### src/rtl/in_reg_bank_pkg.sv
// Shared types for the input-register bank controller:
// FSM state encoding and a saturating-increment helper.
package in_reg_bank_pkg;

  typedef enum logic [2:0] {
    ST_IDLE,
    ST_RESET,
    ST_SETTLE,
    ST_RUN,
    ST_DRAIN
  } state_e;

  localparam int SEQ_W = 16;

  // Increment v, holding at the all-ones value of a w-bit counter.
  function automatic logic [63:0] sat_inc(
    input logic [63:0] v,
    input int unsigned w
  );
    logic [63:0] max;
    max = (w >= 64) ? '1 : ((64'd1 << w) - 64'd1);
    return (v >= max) ? v : v + 64'd1;
  endfunction

endpackage

### src/rtl/in_reg_bank_fifo2.sv
// Two-entry valid/ready buffer for captured words.
// Ports: push_i/data_i in, full_o/empty_o status, m_* pop side.
module in_reg_bank_fifo2
  import in_reg_bank_pkg::*;
#(
  parameter int W = 8
) (
  input  logic         clk,
  input  logic         rst,
  input  logic         push_i,
  input  logic [W-1:0] data_i,
  output logic         full_o,
  output logic         empty_o,
  output logic         m_valid_o,
  input  logic         m_ready_i,
  output logic [W-1:0] m_data_o
);

  logic [W-1:0] mem_q [2];
  logic         wr_q;
  logic         rd_q;
  logic [1:0]   cnt_q;
  logic         pop;
  logic         wr_en;

  assign empty_o   = (cnt_q == 2'd0);
  assign full_o    = (cnt_q == 2'd2);
  assign m_valid_o = !empty_o;
  assign m_data_o  = mem_q[rd_q];
  assign pop       = m_valid_o && m_ready_i;
  // A pop frees a slot in the same cycle, so a full buffer still accepts.
  assign wr_en     = push_i && (!full_o || pop);

  always_ff @(posedge clk) begin
    if (rst) begin
      mem_q[0] <= '0;
      mem_q[1] <= '0;
      wr_q     <= 1'b0;
      rd_q     <= 1'b0;
      cnt_q    <= 2'd0;
    end else begin
      if (wr_en) begin
        mem_q[wr_q] <= data_i;
        wr_q        <= ~wr_q;
      end
      if (pop) begin
        rd_q <= ~rd_q;
      end
      cnt_q <= cnt_q + 2'(wr_en) - 2'(pop);
    end
  end

endmodule

### src/rtl/in_reg_bank_ctrl.sv
// Input-register bank controller: cell reset/settle sequencing,
// divided-rate sampling into a 2-entry buffer, sample/drop counters.
// Ports: start/stop/cfg_* control, cell_* to the I/O cells,
// m_valid/m_ready/m_data stream out, busy and counters as status.
// Optional: IN_REG_BANK_BYPASS_EN enables the per-lane cell_sel bypass.
module in_reg_bank_ctrl
  import in_reg_bank_pkg::*;
#(
  parameter int WIDTH         = 8,
  parameter int RST_CYCLES    = 2,
  parameter int SETTLE_CYCLES = 1,
  parameter int CNT_W         = 16,
  parameter int DIV_W         = 8
) (
  input  logic             clk,
  input  logic             rst,
  input  logic             start,
  input  logic             stop,
  input  logic [DIV_W-1:0] cfg_div,
  input  logic [WIDTH-1:0] cfg_bypass,
  input  logic [WIDTH-1:0] cell_data,
  output logic             cell_rst,
  output logic [WIDTH-1:0] cell_sel,
  output logic [WIDTH-1:0] cell_hold,
  output logic             m_valid,
  input  logic             m_ready,
  output logic [WIDTH-1:0] m_data,
  output logic             busy,
  output logic [CNT_W-1:0] sample_cnt,
  output logic [CNT_W-1:0] drop_cnt
);

  localparam int SET_LD = (SETTLE_CYCLES > 0) ? SETTLE_CYCLES - 1 : 0;

  state_e             state_q, state_d;
  logic [SEQ_W-1:0]   seq_q, seq_d;
  logic [DIV_W-1:0]   div_q, div_d;
  logic [DIV_W-1:0]   cdiv_q, cdiv_d;
  logic [CNT_W-1:0]   smp_q, smp_d;
  logic [CNT_W-1:0]   drp_q, drp_d;
  logic               push;
  logic               full;
  logic               empty;
  logic               pop;

  assign pop        = m_valid && m_ready;
  assign busy       = (state_q != ST_IDLE);
  assign cell_rst   = (state_q == ST_RESET);
  assign cell_hold  = {WIDTH{(state_q == ST_RUN) && full}};
  assign sample_cnt = smp_q;
  assign drop_cnt   = drp_q;

  always_comb begin
    state_d = state_q;
    seq_d   = seq_q;
    div_d   = div_q;
    cdiv_d  = cdiv_q;
    smp_d   = smp_q;
    drp_d   = drp_q;
    push    = 1'b0;
    unique case (state_q)
      ST_IDLE: begin
        if (start) begin
          state_d = ST_RESET;
          seq_d   = SEQ_W'(RST_CYCLES - 1);
          cdiv_d  = cfg_div;
          smp_d   = '0;
          drp_d   = '0;
        end
      end
      ST_RESET: begin
        if (stop) begin
          state_d = ST_IDLE;
        end else if (seq_q == '0) begin
          if (SETTLE_CYCLES == 0) begin
            state_d = ST_RUN;
            div_d   = '0;
          end else begin
            state_d = ST_SETTLE;
            seq_d   = SEQ_W'(SET_LD);
          end
        end else begin
          seq_d = seq_q - 1'b1;
        end
      end
      ST_SETTLE: begin
        if (stop) begin
          state_d = ST_IDLE;
        end else if (seq_q == '0) begin
          state_d = ST_RUN;
          div_d   = '0;
        end else begin
          seq_d = seq_q - 1'b1;
        end
      end
      ST_RUN: begin
        if (div_q == '0) begin
          push  = 1'b1;
          div_d = cdiv_q;
          if (full && !pop) begin
            drp_d = CNT_W'(sat_inc(64'(drp_q), CNT_W));
          end else begin
            smp_d = CNT_W'(sat_inc(64'(smp_q), CNT_W));
          end
        end else begin
          div_d = div_q - 1'b1;
        end
        if (stop) begin
          state_d = ST_DRAIN;
        end
      end
      ST_DRAIN: begin
        if (empty) begin
          state_d = ST_IDLE;
        end
      end
      default: state_d = ST_IDLE;
    endcase
  end

  always_ff @(posedge clk) begin
    if (rst) begin
      state_q <= ST_IDLE;
      seq_q   <= '0;
      div_q   <= '0;
      cdiv_q  <= '0;
      smp_q   <= '0;
      drp_q   <= '0;
    end else begin
      state_q <= state_d;
      seq_q   <= seq_d;
      div_q   <= div_d;
      cdiv_q  <= cdiv_d;
      smp_q   <= smp_d;
      drp_q   <= drp_d;
    end
  end

`ifdef IN_REG_BANK_BYPASS_EN
  logic [WIDTH-1:0] byp_q;

  always_ff @(posedge clk) begin
    if (rst) begin
      byp_q <= '0;
    end else if (state_q == ST_IDLE && start) begin
      byp_q <= cfg_bypass;
    end
  end

  assign cell_sel = busy ? byp_q : '0;
`else
  logic unused_bypass;
  assign unused_bypass = ^cfg_bypass;
  assign cell_sel      = '0;
`endif

  in_reg_bank_fifo2 #(
    .W (WIDTH)
  ) u_fifo (
    .clk       (clk),
    .rst       (rst),
    .push_i    (push),
    .data_i    (cell_data),
    .full_o    (full),
    .empty_o   (empty),
    .m_valid_o (m_valid),
    .m_ready_i (m_ready),
    .m_data_o  (m_data)
  );

endmodule

### config.mk
export PLATFORM = sky130hd
export DESIGN_NAME = in_reg_bank_ctrl
export DESIGN_NICKNAME = d
export VERILOG_FILES = /design/src/rtl/in_reg_bank_pkg.sv /design/src/rtl/in_reg_bank_fifo2.sv /design/src/rtl/in_reg_bank_ctrl.sv
export SDC_FILE = /design/constraint.sdc
export NUM_CORES = 1
export LEC_CHECK = 0
export CORE_MARGIN = 2
export CORE_UTILIZATION = 56
export CTS_CLUSTER_DIAMETER = 200
export DETAILED_ROUTE_END_ITERATION = 10
export HOLD_SLACK_MARGIN = 0.03
export PLACE_DENSITY = 0.85
export RECOVER_POWER = 25
export SLEW_MARGIN = 20
export SYNTH_ARGS = -nofsm -noshare
export SYNTH_HDL_FRONTEND = slang
export SYNTH_SLANG_ARGS = --single-unit
### constraint.sdc
create_clock -name clk -period 6.5 [get_ports clk]
set_input_delay 1.625 -clock clk [delete_from_list [all_inputs] [get_ports clk]]
set_output_delay 1.625 -clock clk [all_outputs]
set_load 0.03 [all_outputs]
==> summary.md, run 1 <==
| Metric | Value |
|---|---|
| Port Buffers | between 70 and 80 |
| Fmax | 0.240 GHz |
| CTS tree | built |
| Sw Share | about two fifths |
| Startpoint types | flip-flop |
| CTS Buf Count | 9 |
| All-Layer GR Usage | between 20% and 30% |
| Post CTS Setup Buffer Count | 0 |
| Clock root buffer | clkbuf_8 |
| CORE AREA | between 7000 and 8000 um^2 |
| Sw power | between 0.7 and 0.8 mW |
| Max-Cap Viols | 1 |
| Violated checks | capacitance limit, slew limit |
| RSZ-0062 raised after global routing | no |
| Layout cells sized above 1 | ~8.1% |
| Vias in the first global route | about 3.6k |
| Mean Syn Cell Area | about 9 um^2 |
| Final worst path period share | 64.0% |
| Yosys warns | 0 |
| Area Overhead vs Synth | 18.8% |
| Int Power | 1.14 mW |
| Drt drc | 0 |
| Post-synthesis async set-or-reset flop share | 0% |
| Final Setup Violations | 0 |
| DRT iter0 DRCs | about 200 |
| Most frequent cells in the layout | dfxtp_1 (72), clkdlybuf4s50_1 (52), a21oi_1 (48) |
| Total Routed Length | between 9000 and 10,000 um |
| Top delay family on crit path | simple AND/OR/NAND/NOR gates |
| Initial antenna violation count | 1 |
| Rows | 32 |
| Largest net degree at the start of global routing | 28 |
| Worst Clk Skew | 13.6 ps |
| DIE WIDTH | approximately 94 um |
| CP Data Required Time | 4880 ps |
| Clk network pwr share | ~23% |
| Relative slew slack | -4.64% |
| Worst Max-Slew Pin Slew | 1570 ps |
| Wire per inst | between 10 and 15 um |
| EDFF count, synth | 16 |
| Io pins | 88 |
| Synthesis-stage register bit count | between 80 and 90 |
| CP max-delay cell | clkdlybuf4s50_1 |
| CTS Hold Bufs | 0 |
| Die Area | slightly below 9000 um^2 |
| # resized after CTS | 0 |
| Top-area cell type share of the netlist area | 31.6% |
| Worst path max stage delay | between 700 and 800 ps |
| CTS max path bufs | 2 |
| Hold Crit Class | reg2reg |
| Post-route cell area | 5420 um^2 |
| Clk slew on worst S/H paths | 80 ps |
| Placed Area | between 5000 and 6000 um^2 |
| Netlist cell types | 65 |
| Routability cong. | between 0.8 and 0.9 |
| Post-Synthesis Cells | approximately 510 |
| Status | complete, but fails checks |
| Flop pwr share | 37.4% |
| Endpoints failing hold | 0 |
| Main synth FF type | dfxtp_1 |
| Max-slew violation count | 28 |
| Routed vias | 3,969 |
| Critical Path End Type | output pin |
| Post-layout util | 69.4% |
| Fin crit period | about 4200 ps |
| Clk Latency, worst-skew pair | between 300 and 400 ps |
| Largest cells by area after synthesis | dfxtp_1 (32%), edfxtp_1 (11%), a21oi_1 (5.3%) |
| Critical Path Fanout Max | 16 |
| Commonest non-fill, non-tap cell in the layout | dfxtp_1 |
| Register area share after synthesis | between 40% and 50% |
| Synth area leader | dfxtp_1 |
| Via density | 5.92 |
| HPWL after DPL | 6950 um |
| Worst Path Arrival | between 2000 and 3000 ps |
| Clock sinks | between 80 and 90 |
| Crit Path Category | reg2out |
| Starting density of the core | between 50% and 60% |
| Initial DRT Pass Iterations | 5 |
| Nets | ~600 |
| Static leakage | between 1.5 and 2 nW |
| Area of the mapped netlist | 4560 um^2 |
| CP bufs+invs | 1 |
| Global-route wire length before repair | between 15,000 and 20,000 um |
| Peak VDD IR | 432 uV |
| Total power draw | between 1.5 and 2 mW |
| Combinational Power Share | 39.7% |
| Die Span Y | 94.2 um |
| Antenna viol nets, final | 0 |
| GR Overflow Total | 0 |
| Setup TNS | 0 ps |
| PD cells | 347 nW/um^2 |
| CP cell instances | nand3b_1 -> nor2_1 -> clkdlybuf4s50_1 |
| H-Tree Level Count | 3 |
[metal layers]
| layer | routed length (um) | GRT usage, % | share of wire, % | vias to the layer above |
|---|---|---|---|---|
| met5 | 0 | 0 | 0 | - |
| met4 | 177 | 10.0 | 1.8 | 0 |
| met3 | 457 | 4.09 | 4.6 | 16 |
| met2 | 4870 | 38.6 | 49 | 115 |
| met1 | 4370 | 30.0 | 44 | 1886 |
| li1 | - | - | - | 1952 |
[power by group through the flow]
stage / sequential (mW) / combinational [mW] / clock [mW]
after floorplan: 0.685 / 0.649 / 0
after global placement: 0.709 / 0.730 / 0
after detailed placement: 0.715 / 0.751 / 0
after CTS: 0.703 / 0.756 / 0.436
after global routing: 0.716 / 0.829 / 0.457
final: 0.703 / 0.746 / 0.430
[path summary, 6_finish.rpt]
kind,slack (ps),to,start,depth (start not counted)
worst min-delay path,460,cdiv_q[5],cdiv_q[5],2
worst min register to register,460,cdiv_q[5],cdiv_q[5],2
worst max-delay path,2340,cell_hold[7],state_q[0],3
worst max register to register,3540,u_fifo.mem_q[1][0],div_q[0],6
[worst reg2reg max path: stages (launching register included)]
cell,delay (ps)
dfxtp_1,350
inv_1,90
ha_1,190
or4b_4,510
or2_0,490
nor4_2,680
or2_2,350
[per-stage QoR]
step,hold WS (ps),setup slack (ps),std cells
floorplan,433,3090,518
CTS,464,2300,669
finish,462,2340,670
detailed placement,451,2610,653
global route,487,2080,670
global placement,442,2650,653
[synthesized netlist by cell type, types with 3 or more instances]
| master | instances |
|---|---|
| nand2b_1 | 5 |
| edfxtp_1 | 16 |
| or4_1 | 16 |
| xnor2_1 | 4 |
| nor2b_1 | 6 |
| nand3b_1 | 4 |
| or3_1 | 24 |
| or2_2 | 5 |
| buf_4 | 17 |
| or3b_2 | 3 |
| mux2_2 | 10 |
| and4_1 | 4 |
| o211ai_1 | 3 |
| xor2_1 | 8 |
| o21ai_1 | 5 |
| o31ai_1 | 15 |
| dfxtp_1 | 72 |
| o21ai_0 | 26 |
| inv_1 | 14 |
| nand4_1 | 9 |
| a21oi_1 | 48 |
| nor2_1 | 28 |
| and3_1 | 4 |
| buf_2 | 3 |
| nand2_1 | 43 |
| clkbuf_1 | 19 |
| nand3_1 | 16 |
| a31oi_1 | 4 |
| nor4_1 | 4 |
| nor3_1 | 8 |
| ha_1 | 8 |
| and2_1 | 17 |
[registers in the layout, summed over array words and instances, names as in the netlist, named ones only]
| name | count |
|---|---|
| cdiv_q | 8 |
| div_q | 8 |
| drop_cnt | 16 |
| sample_cnt | 16 |
| seq_q | 16 |
| state_q | 3 |
| u_fifo.cnt_q | 2 |
| u_fifo.mem_q | 16 |
| u_fifo.rd_q | 1 |
| u_fifo.wr_q | 1 |
[layout make-up]
| class | instances | area [um^2] |
|---|---|---|
| diodes | 1 | 2.50 |
| inverters | 14 | 52.6 |
| fillers | 635 | 2390 |
| well taps | 102 | 128 |
| flip-flops and latches | 88 | 1920 |
| repair buffers | 74 | 722 |
| clock buffers | 9 | 124 |
| multi-input cells | 375 | 2360 |
| clock inverters | 7 | 101 |
[kinds of logic after synthesis]
logic type | share of synthesized area, %
compound gates | 17.8
xor+xnor | 2.31
fa+ha+maj | 2.20
buf+inv | 6.34
flops | 42.2
mux | 2.91
other cells | 0.0823
simple gates | 26.2
No activity file was read; power rests on OpenSTA's default activity.
==> run 2: changes to the inputs <==
CORE_UTILIZATION = 52   (was 56)
PLACE_DENSITY = 0.8   (was 0.85)
clock period = 4.2 ns   (was 6.5 ns; I/O delays follow)
==> run 2 against run 1 <==
  * The flow now finishes without violations
  * Worst setup slack got worse by 1800 ps
  * Die area up 7.4%
  * Cell area about the same
  * Register-to-register slack lost 2300 ps
  * Clock power increased by 42%
  * Core utilization is 6.4 points lower
  * Combinational power is 55% higher
==> summary.md, run 2 (same netlist as run 1, synthesis figures left out) <==
| Metric | Value |
|---|---|
| All-Layer GR Usage | roughly a fifth |
| DIE WIDTH | between 90 and 100 um |
| Initial DRT Pass Iterations | 5 |
| Placement Setup Slack | just over 500 ps |
| Largest net degree at the start of global routing | 30 |
| Static leakage | between 1.5 and 2 nW |
| Clk slew on worst S/H paths | 90 ps |
| Antenna viol nets, final | 0 |
| Clock root buffer | clkbuf_8 |
| Worst Max-Slew Pin Slew | around 1200 ps |
| Global-route wire length before repair | around 17,000 um |
| Io pins | 88 |
| Max-Cap Viols | 0 |
| Routability cong. | roughly 0.81 |
| Nets | approximately 600 |
| RSZ-0062 raised after global routing | no |
| Commonest non-fill, non-tap cell in the layout | dfxtp_1 |
| Relative slew slack | approximately 17% |
| Wire per inst | approximately 15 um |
| Vias in the first global route | between 3k and 4k |
| Fin crit period | approximately 3700 ps |
| Post CTS Setup Buffer Count | 0 |
| Max-slew violation count | 0 |
| Most frequent cells in the layout | dfxtp_1 (72), clkdlybuf4s50_1 (59), a21oi_1 (49) |
| Critical Path End Type | output pin |
| Die Span Y | about 100 um |
| Worst hold slack | between 400 and 500 ps |
| Starting density of the core | between 50% and 60% |
| Worst Path Arrival | about 2600 ps |
| ANT cells | 0 |
| CP Data Required Time | approximately 3200 ps |
| GR Overflow Total | 0 |
| Final Setup Violations | 0 |
| Area Overhead vs Synth | 18.7% |
| HPWL after DPL | ~7000 um |
| Post-route setup slack | 544 ps |
| Critical Path Fanout Max | 16 |
| Drt drc | 0 |
| Post-route cell area | approximately 5400 um^2 |
| Highest routed layer | met4 |
| DR WL met2 | 4890 um |
| Clock sinks | roughly 90 |
| PD cells | around 530 nW/um^2 |
| CP max-delay cell | clkdlybuf4s50_1 |
| Worst Clk Skew | approximately 12 ps |
| Hold Crit Class | reg2reg |
| CTS max path bufs | 2 |
| Crit Path Category | reg2out |
| CP cell instances | nand3b_1 -> nor2_1 -> clkdlybuf4s50_1 |
| CTS tree | built |
| Via density | approximately 5.8 |
| M1 wire length | about 4400 um |
| Initial antenna violation count | 0 |
| Placed Area | around 5200 um^2 |
| Setup TNS | 0 ps |
| Post-layout util | between 60% and 70% |
| Final worst path period share | between 80 and 90% |
| Startpoint types | flip-flop |
| CORE AREA | 8590 um^2 |
| Rows | 34 |
| H-Tree Level Count | 3 |
| CTS Hold Bufs | 0 |
| Status | completed |
| Endpoints failing hold | 0 |
| Met3 wire length | between 400 and 500 um |
| # resized after CTS | 0 |
| DRT iter0 DRCs | between 150 and 200 |
| Routed vias | 3,885 |
| Clk Latency, worst-skew pair | about 380 ps |
| CP bufs+invs | 1 |
| Top delay family on crit path | simple AND/OR/NAND/NOR gates |
| Port Buffers | just over 70 |
| Total Routed Length | around 9900 um |
| Worst path max stage delay | ~770 ps |
| Die Area | roughly 9500 um^2 |
| Peak VDD IR | approximately 600 uV |
| Layout cells sized above 1 | ~9% |
| CTS Buf Count | 9 |
| Fmax | around 0.27 GHz |
## run 2: cell count changes in the layout (fill, tap and decap cells not counted), moves of 2 or more
cell | previous run | this run
inv_6 | 3 | 1
dlygate4sd3_1 | 19 | 12
clkdlybuf4s50_1 | 52 | 59
clkbuf_1 | 3 | 1
clkinv_4 | 0 | 3
## run 2: area by class of cell
| type | instances | area [um^2] |
|---|---|---|
| clock buffer | 9 | 124 |
| clock inverter | 7 | 80.1 |
| fill | 734 | 3180 |
| inverter | 14 | 52.6 |
| multi-input combinational | 375 | 2380 |
| sequential | 88 | 1920 |
| tap | 108 | 135 |
| timing repair buffer | 73 | 722 |
## run 2: final timing paths
path                                 start            endpoint  slack (ps)  depth (start not counted)
worst max-delay path            state_q[0]        cell_hold[7]         540                          3
worst min register to register   cdiv_q[0]           cdiv_q[0]         460                          2
worst max register to register    div_q[0]  u_fifo.mem_q[1][3]        1270                          6
worst min-delay path             cdiv_q[0]           cdiv_q[0]         460                          2
## run 2: layer usage
metal  global-route usage (%)  up-vias
met3                     5.40        9
li1                         -     1949
met1                     25.3     1846
met4                     6.84        0
met2                     37.5       81
met5                        0        -
## run 2: worst reg2reg max path, stage by stage, from the launching register on
cell and delay, ps:
dfxtp_1 350, inv_1 100, ha_1 210, or4b_4 520, or2_0 470, nor4_2 640, or2_2 350
## run 2: through the flow
stage	power, mW	instances
detailed placement	2.26	658
global placement	2.22	658
floorplan	2.07	518
global route	3.06	674
CTS	2.87	674
finish	2.86	674
## run 2: report_power, final
part / internal [mW] / switching [mW]
Sequential: 0.970 / 0.118
Combinational: 0.450 / 0.706
Clock: 0.280 / 0.332
